### src/rtl/phy_rx_lane.sv
// Purpose : serial receive lane. Finds byte alignment on a repeated COM
//           character and assembles the following data bytes into 32-bit words.
// Latency : valid_out rises on the edge that samples the last bit of the 4th data byte.
// Backpr. : none. The serial line cannot be stalled, and every output is a registered strobe/level.
//
// Ports:
//   clk          single clock, one serial bit sampled per rising edge
//   reset        asynchronous, active-high
//   in_rx_serial serial data, MSB of each byte first
//   data_out     last completed word; the first byte received sits in [31:24]
//   valid_out    one-cycle strobe, data_out has just been updated
//   active       high once the lane has locked (sticky until reset)
//   word_err     one-cycle pulse when a COM interrupts a partial word
module phy_rx_lane #(
    parameter logic [7:0] COM          = 8'hBC,
    parameter int         BC_TO_ACTIVE = 4
) (
    input  logic        clk,
    input  logic        reset,
    input  logic        in_rx_serial,
    output logic [31:0] data_out,
    output logic        valid_out,
    output logic        active,
    output logic        word_err
);

    typedef enum logic [1:0] {
        ST_SEARCH  = 2'd0,
        ST_ALIGNED = 2'd1,
        ST_ACTIVE  = 2'd2
    } state_t;

    localparam logic [3:0] LP_BC_TGT = 4'(BC_TO_ACTIVE);

    state_t      r_state;
    logic [7:0]  r_sr;
    logic [2:0]  r_bit_cnt;
    logic [3:0]  r_bc_cnt;
    logic [1:0]  r_byte_idx;
    logic [23:0] r_word;        // first three bytes of the word being built
    logic [31:0] r_data_out;
    logic        r_valid;
    logic        r_active;
    logic        r_word_err;

    state_t      w_state;
    logic [2:0]  w_bit_cnt;
    logic [3:0]  w_bc_cnt;
    logic [1:0]  w_byte_idx;
    logic [23:0] w_word;
    logic [31:0] w_data_out;
    logic        w_valid;
    logic        w_active;
    logic        w_word_err;

    logic [7:0]  w_new_byte;
    logic        w_is_com;
    logic        w_byte_done;

    // The byte as it stands once this edge's bit is shifted in.
    assign w_new_byte  = {r_sr[6:0], in_rx_serial};
    assign w_is_com    = (w_new_byte == COM);
    assign w_byte_done = (r_bit_cnt == 3'd7);

    always_ff @(posedge clk or posedge reset) begin
        if (reset) begin
            r_state    <= ST_SEARCH;
            r_sr       <= 8'h00;
            r_bit_cnt  <= 3'd0;
            r_bc_cnt   <= 4'd0;
            r_byte_idx <= 2'd0;
            r_word     <= 24'h0;
            r_data_out <= 32'h0;
            r_valid    <= 1'b0;
            r_active   <= 1'b0;
            r_word_err <= 1'b0;
        end else begin
            r_state    <= w_state;
            r_sr       <= w_new_byte;
            r_bit_cnt  <= w_bit_cnt;
            r_bc_cnt   <= w_bc_cnt;
            r_byte_idx <= w_byte_idx;
            r_word     <= w_word;
            r_data_out <= w_data_out;
            r_valid    <= w_valid;
            r_active   <= w_active;
            r_word_err <= w_word_err;
        end
    end

    always_comb begin
        w_state    = r_state;
        w_bit_cnt  = r_bit_cnt + 3'd1;
        w_bc_cnt   = r_bc_cnt;
        w_byte_idx = r_byte_idx;
        w_word     = r_word;
        w_data_out = r_data_out;
        w_valid    = 1'b0;
        w_active   = r_active;
        w_word_err = 1'b0;

        case (r_state)
            ST_SEARCH: begin
                // Sliding-window hunt: every edge is a candidate byte boundary.
                w_bit_cnt = 3'd0;
                if (w_is_com) begin
                    w_bc_cnt = 4'd1;
                    if (LP_BC_TGT == 4'd1) begin
                        w_state  = ST_ACTIVE;
                        w_active = 1'b1;
                    end else begin
                        w_state = ST_ALIGNED;
                    end
                end
            end

            ST_ALIGNED: begin
                if (w_byte_done) begin
                    if (w_is_com) begin
                        w_bc_cnt = r_bc_cnt + 4'd1;
                        if ((r_bc_cnt + 4'd1) == LP_BC_TGT) begin
                            w_state  = ST_ACTIVE;
                            w_active = 1'b1;
                        end
                    end else begin
                        // Alignment was a false hit; start hunting again.
                        w_state  = ST_SEARCH;
                        w_bc_cnt = 4'd0;
                    end
                end
            end

            ST_ACTIVE: begin
                if (w_byte_done) begin
                    if (!w_is_com) begin
                        case (r_byte_idx)
                            2'd0:    w_word[23:16] = w_new_byte;
                            2'd1:    w_word[15:8]  = w_new_byte;
                            2'd2:    w_word[7:0]   = w_new_byte;
                            default: begin
                                w_data_out = {r_word, w_new_byte};
                                w_valid    = 1'b1;
                            end
                        endcase
                        // Two-bit index wraps 3 -> 0 on word completion.
                        w_byte_idx = r_byte_idx + 2'd1;
                    end else if (r_byte_idx != 2'd0) begin
                        // Idle character inside a word: drop the partial word.
                        w_word_err = 1'b1;
                        w_byte_idx = 2'd0;
                    end
                end
            end

            default: begin
                w_state = ST_SEARCH;
            end
        endcase
    end

    assign data_out  = r_data_out;
    assign valid_out = r_valid;
    assign active    = r_active;
    assign word_err  = r_word_err;

endmodule

### config.mk
export PLATFORM = sky130hd
export DESIGN_NAME = phy_rx_lane
export DESIGN_NICKNAME = d
export VERILOG_FILES = /design/src/rtl/phy_rx_lane.sv
export SDC_FILE = /design/constraint.sdc
export NUM_CORES = 1
export LEC_CHECK = 0
export CORE_MARGIN = 2
export CORE_UTILIZATION = 50
export DETAILED_ROUTE_END_ITERATION = 6
export PLACE_DENSITY = 0.76
export RECOVER_POWER = 100
export SLEW_MARGIN = 30
export SYNTH_ARGS = -nofsm -noshare
export SYNTH_HDL_FRONTEND = slang
export SYNTH_SLANG_ARGS = --single-unit
### constraint.sdc
create_clock -name clk -period 2.3 [get_ports clk]
set_input_delay 0.46 -clock clk [delete_from_list [all_inputs] [get_ports clk]]
set_output_delay 0.46 -clock clk [all_outputs]
set_load 0.005 [all_outputs]
# Word-level counts from Yosys, hierarchy flattened
# Index checks and enable logic that the tools add are counted.
[op_classes]
addsub = 3
eq_ne = 11
muxes = 20
bitwise_logic = 3
reduce_logical = 13
[op_table]
columns = ["op", "n"]
rows = [
  ["AND reduction 4 bit", 6],
  ["2-to-1 mux 2 bit", 6],
  ["2-to-1 mux 4 bit", 3],
  ["equality test 8 bit (second input constant)", 1],
  ["2-to-1 mux 1 bit", 8],
  ["one-hot mux 4 bit (2 select lines)", 1],
  ["one-hot mux 2 bit (3 select lines)", 1],
  ["AND reduction 3 bit", 2],
  ["adder 4 x 1 -> 4 bit (second input constant)", 1],
  ["equality test 2 x 1 -> 1 bit (second input constant)", 2],
  ["equality test 2 bit (second input constant)", 2],
  ["equality test 4 x 3 -> 1 bit (second input constant)", 1],
  ["zero test 2 bit", 2],
  ["inequality test 2 bit (second input constant)", 2],
  ["nonzero test 2 bit", 2],
  ["adder 3 x 1 -> 3 bit (second input constant)", 1],
  ["equality test 3 bit (second input constant)", 1],
  ["2-to-1 mux 3 bit", 1],
  ["inequality test 3 bit (second input constant)", 1],
  ["inverter 1 bit", 3],
  ["OR reduction 3 bit", 1],
  ["adder 2 x 1 -> 2 bit (second input constant)", 1],
  ["inequality test 2 x 1 -> 1 bit (second input constant)", 1],
]
[word_totals]
reg_bits = 77
input_bits = 3
output_inout_bits = 35
word_cells = 62

# Longest topological paths before layout
[depth]
depth_word = 6
depth_mapped = 7
depth_no_buf = 6

# Least setup slack after synthesis
# OpenSTA, ideal clock, no wires.
[synth_path]
path_type = "register -> register"
startpoint = "register r_bit_cnt[0]"
endpoint = "register r_data_out[10], in the netlist data_out[10]"
setup_ns = 0.125
t_arrival_ns = 1.678
required_ns = 2.175
path_slack_ns = 0.496
path_stages_with_launch = 8
path_buffers = 1
period_less_slack_ns = 1.804
path_cell_list = "dfrtp_1 -> ha_1 -> ha_1 -> nand3b_1 -> a21oi_4 -> nand2_4 -> buf_6 -> mux2_4"
[synth_between]
elab_chain_len = 2
[synth_rtl]
columns = ["item", "line", "source"]
rows = [
  ["start: declaration", "37", "logic [2:0] r_bit_cnt;"],
  ["start signal: assignment", "80", "r_bit_cnt <= w_bit_cnt;"],
  ["equality test 3 bit", "63", "assign w_byte_done = (r_bit_cnt == 3'd7);"],
  ["AND reduction 4 bit (no source line)", "--", ""],
  ["end signal: assignment", "84", "r_data_out <= w_data_out;"],
  ["end: declaration", "41", "logic [31:0] r_data_out;"],
]
# No other way between the ends.
# A chain may end at the register's enable or synchronous reset.

# Worst setup path in the final report
[layout_path]
startpoint = "input in_rx_serial"
endpoint = "register r_word[21]"
[layout_between]
elab_chain_len = 3
[layout_rtl]
columns = ["item", "line", "source"]
rows = [
  ["start: declaration", "20", "input logic in_rx_serial,"],
  ["equality test 8 bit", "62", "assign w_is_com = (w_new_byte == COM);"],
  ["inverter 1 bit (no source line)", "--", ""],
  ["AND reduction 4 bit (no source line)", "--", ""],
  ["end signal: assignment", "83", "r_word <= w_word;"],
  ["end: declaration", "40", "logic [23:0] r_word;"],
]
# No other way between the ends.

==> qor.tcl <==
set qor(diodes_inserted) 0
set qor(critical-path-slowest-cell) {dlygate4sd3_1}
set qor(setup_violations) 0
set qor(finish.cell_count_without_fillers) 333
set qor(postSynthRegisterBits) 77
set qor(floorplan.die_area_um2) 7010
set qor(synth_area_per_cell_um2) 15.6
set qor(clock_sinks) 77
set qor(die_width_um) 83.7
set qor(regToRegSetupSlack_ns) 0.32
set qor(post-place-cells) 317
set qor(numPortBuffers) 37
set qor(synth_warnings) 0
set qor(tritoncts) {done}
set qor(clkSlewWorstSetupHoldPaths_ns) 0.07
set qor(holdCritPathClass) {reg -> reg}
set qor(hold_viol) 0
set qor(layout-drive-gt1-share_pct) 20.7
set qor(outcome) {completed}
set qor(seq_power_share_pct) 59.5
set qor(via_count_of_the_first_global_routing_pass) 1740
set qor(clock.fmax_mhz) 477
set qor(start_kind) {input port}
set qor(clock_latency_ns) 0.34
set qor(p_leak_uw) 0.00199
set qor(power.share.clock_pct) 38.3
set qor(setup.worst_path.class) {in -> reg}
set qor(rows) 29
set qor(worst-path-max-fanout) 8
set qor(period_needed_ns) 2.10
set qor(grt_pass1_wl_mm) 8.90
set qor(hpwl_mm) 3.57
set qor(netSwitchingPower_uw) 525
set qor(largest_net_degree_at_the_start_of_global_routing) 78
set qor(fill_cells) 508
set qor(clockRootBuffer) {clkbuf_8}
set qor(cts.hold.buffers_added) 0
set qor(grt_setup_unrepaired) {no}
set qor(routabilityCongestion) 0.812
set qor(cts_htree_levels) 3
set qor(finClkSkew_ns) 0.0119
set qor(fin_tns_setup_ns) 0
set qor(cp_cell_sequence) {dlygate4sd3_1, and4bb_1, a21oi_4, buf_4, nand2_2, mux2_2}
set qor(crit_required_ns) 2.52
set qor(synth_fp_nets) 215
set qor(timing.final.crit_share_pct) 91.2
set qor(endpoint_kind) {flop}
set qor(synth.lib_cells_used.distinct) 38
set qor(internal-power_uw) 1800
set qor(slew_headroom_pct) 33.6
set qor(timing_worst_slew_pin_value_ns) 0.996
set qor(synth-seq-area-share_pct) 60.6
set qor(initial_utilization_pct) 50.9
set qor(routed_wire_length_mm) 5.18
set qor(vias) 1732
set qor(cts_post_setup_buffers_inserted) 0
set qor(mappedNetlistArea_um2) 3180
set qor(vdd_drop_max_mv) 0.457
set qor(grt_antenna_before_repair) 0
set qor(globalRouteTotalUtil_pct) 16.2
set qor(post_cts_resized) 0
set qor(drt-wirelength-per-cell_um) 15.6
set qor(cts_made_buffers) 9
set qor(maxSlewViolCount) 0
set qor(flow.area_growth_from_synthesis_pct) 17.4
set qor(number_of_drc_markers_after_the_initial_detailed_route_iteration) 118
set qor(drc) 0
set qor(cellPowerDensity_nw_per_um2) 623
set qor(cp_slowest_stage_delay_ns) 0.56
set qor(die_height_um) 83.7
set qor(length_of_the_first_detailed_routing_pass_in_iterations) 4
set qor(vias_per_cell) 5.20
set qor(core_region_area_um2) 6240
set qor(route.antenna.remaining_nets) 0
set qor(cap_viol_max_count) 0
set qor(netSwitchingFraction_pct) 22.6
set qor(synthCells) 204
set qor(layout.nets) 262
set qor(pwr-share-comb_pct) 2.2
set qor(cts-root-to-sink-buffers) 2
set qor(worst-endpoint-arrival_ns) 2.32
set qor(io-pin-count) 38
set qor(most_common_cell_after_layout_fill_and_taps_aside) {dfrtp_1}
set qor(grt_overflow) 0
set qor(most_frequent_cells_in_the_layout) {dfrtp_1 (77), dlygate4sd3_1 (37), mux2_1 (28)}
## kinds of logic (layout without fill, tap and decap cells)
family | Yosys count | after routing | synth area share [%]
flops | 77 | 77 | 60.6
compound gates | 21 | 21 | 5.43
fa+ha+maj | 8 | 8 | 3.15
buf+inv | 14 | 66 | 2.48
xor+xnor | 1 | 1 | 0.276
simple gates | 29 | 29 | 5.51
mux | 54 | 54 | 22.6
## power groups by stage
stage               clock network, µW  logic (µW)  registers [µW]
CTS                               913        58.5            1380
global placement                    0        56.9            1410
floorplan                           0        41.9            1400
detailed placement                  0        58.5            1410
global route                      996        60.3            1390
finish                            890        50.8            1380
## synth_stat cells
library cell	n	share of area [%]
a21o_1	1	0.24
a21oi_1	1	0.16
a21oi_4	1	0.51
a22o_1	6	1.7
a2bb2oi_1	1	0.28
a31o_2	1	0.28
a31oi_1	1	0.20
a32o_1	1	0.31
a32oi_1	1	0.28
and2_1	1	0.20
and4b_1	1	0.31
and4bb_2	1	0.39
buf_2	3	0.47
buf_6	3	1.1
dfrtp_1	77	61
ha_1	8	3.1
inv_1	8	0.94
mux2_2	25	8.9
mux2_4	29	14
nand2_1	5	0.59
nand2_2	3	0.59
nand2_4	1	0.35
nand2b_1	2	0.39
nand3_1	2	0.31
nand3b_1	1	0.24
nor2_1	4	0.47
nor2b_1	3	0.59
nor3_1	2	0.31
nor3b_1	1	0.24
o211ai_1	1	0.24
o21a_1	1	0.24
o21ai_0	2	0.31
o22ai_1	1	0.20
o2bb2ai_1	1	0.28
o32ai_1	1	0.28
or2_2	1	0.20
or4b_1	1	0.31
xnor2_1	1	0.28
## stage by stage
step	power (µW)	utilization (%)	worst slack, ns	hold slack (ns)	instance area [µm²]
finish	2320	59.8	0.203	0.418	3730
CTS	2360	61.7	0.299	0.428	3850
global route	2440	59.8	0.109	0.430	3730
floorplan	1440	-	0.496	0.387	3180
detailed placement	1470	58.9	0.0282	0.420	3680
global placement	1470	58.9	0.0607	0.419	3680
## layer usage
| metal | routed length (µm) | GRT usage [%] | vias to the layer above |
|---|---|---|---|
| li1 | - | - | 825 |
| met1 | 2460 | 22.2 | 867 |
| met2 | 2490 | 25.2 | 35 |
| met3 | 174 | 4.06 | 5 |
| met4 | 57 | 5.72 | 0 |
| met5 | 0 | 0 | - |
## state kept, by name (all words and copies together), names as in the netlist
| signal | count |
|---|---|
| r_bc_cnt | 4 |
| valid_out | 1 |
| r_sr | 7 |
| word_err | 1 |
| data_out | 32 |
| r_bit_cnt | 3 |
| active | 1 |
| r_byte_idx | 2 |
| r_word | 24 |
| r_state | 2 |
## final cells by class
class	count	area, µm²	area share (%)
tap	77	96.3	2.58
sequential	77	1930	51.6
timing repair buffer	42	429	11.5
multi-input combinational	113	1070	28.6
clock buffer	11	141	3.79
inverter	8	33.8	0.905
clock inverter	5	36.3	0.972
## path summary, 6_finish.rpt
kind                                            endpoint              startpoint  depth (start not counted)
worst min-delay path                   r_sr[6]$_DFF_PP0_       r_sr[5]$_DFF_PP0_                          0
worst min register to register         r_sr[6]$_DFF_PP0_       r_sr[5]$_DFF_PP0_                          0
worst max-delay path              r_word[21]$_DFFE_PP0P_            in_rx_serial                          6
max in group asynchronous          r_word[1]$_DFFE_PP0P_                   reset                          3
min in group asynchronous       data_out[28]$_DFFE_PP0P_                   reset                          3
worst max register to register    r_word[21]$_DFFE_PP0P_  r_bit_cnt[0]$_DFF_PP0_                          7
## worst max-delay path, delay by kind of cell
| kind | cells | cell delay, ns |
|---|---|---|
| AOI/OAI and AO/OA | 1 | 0.11 |
| and+or+nand+nor | 2 | 0.64 |
| muxes | 1 | 0.37 |
| buffers and inverters | 2 | 0.73 |
Note: power is estimated with default switching activity, not from simulation.
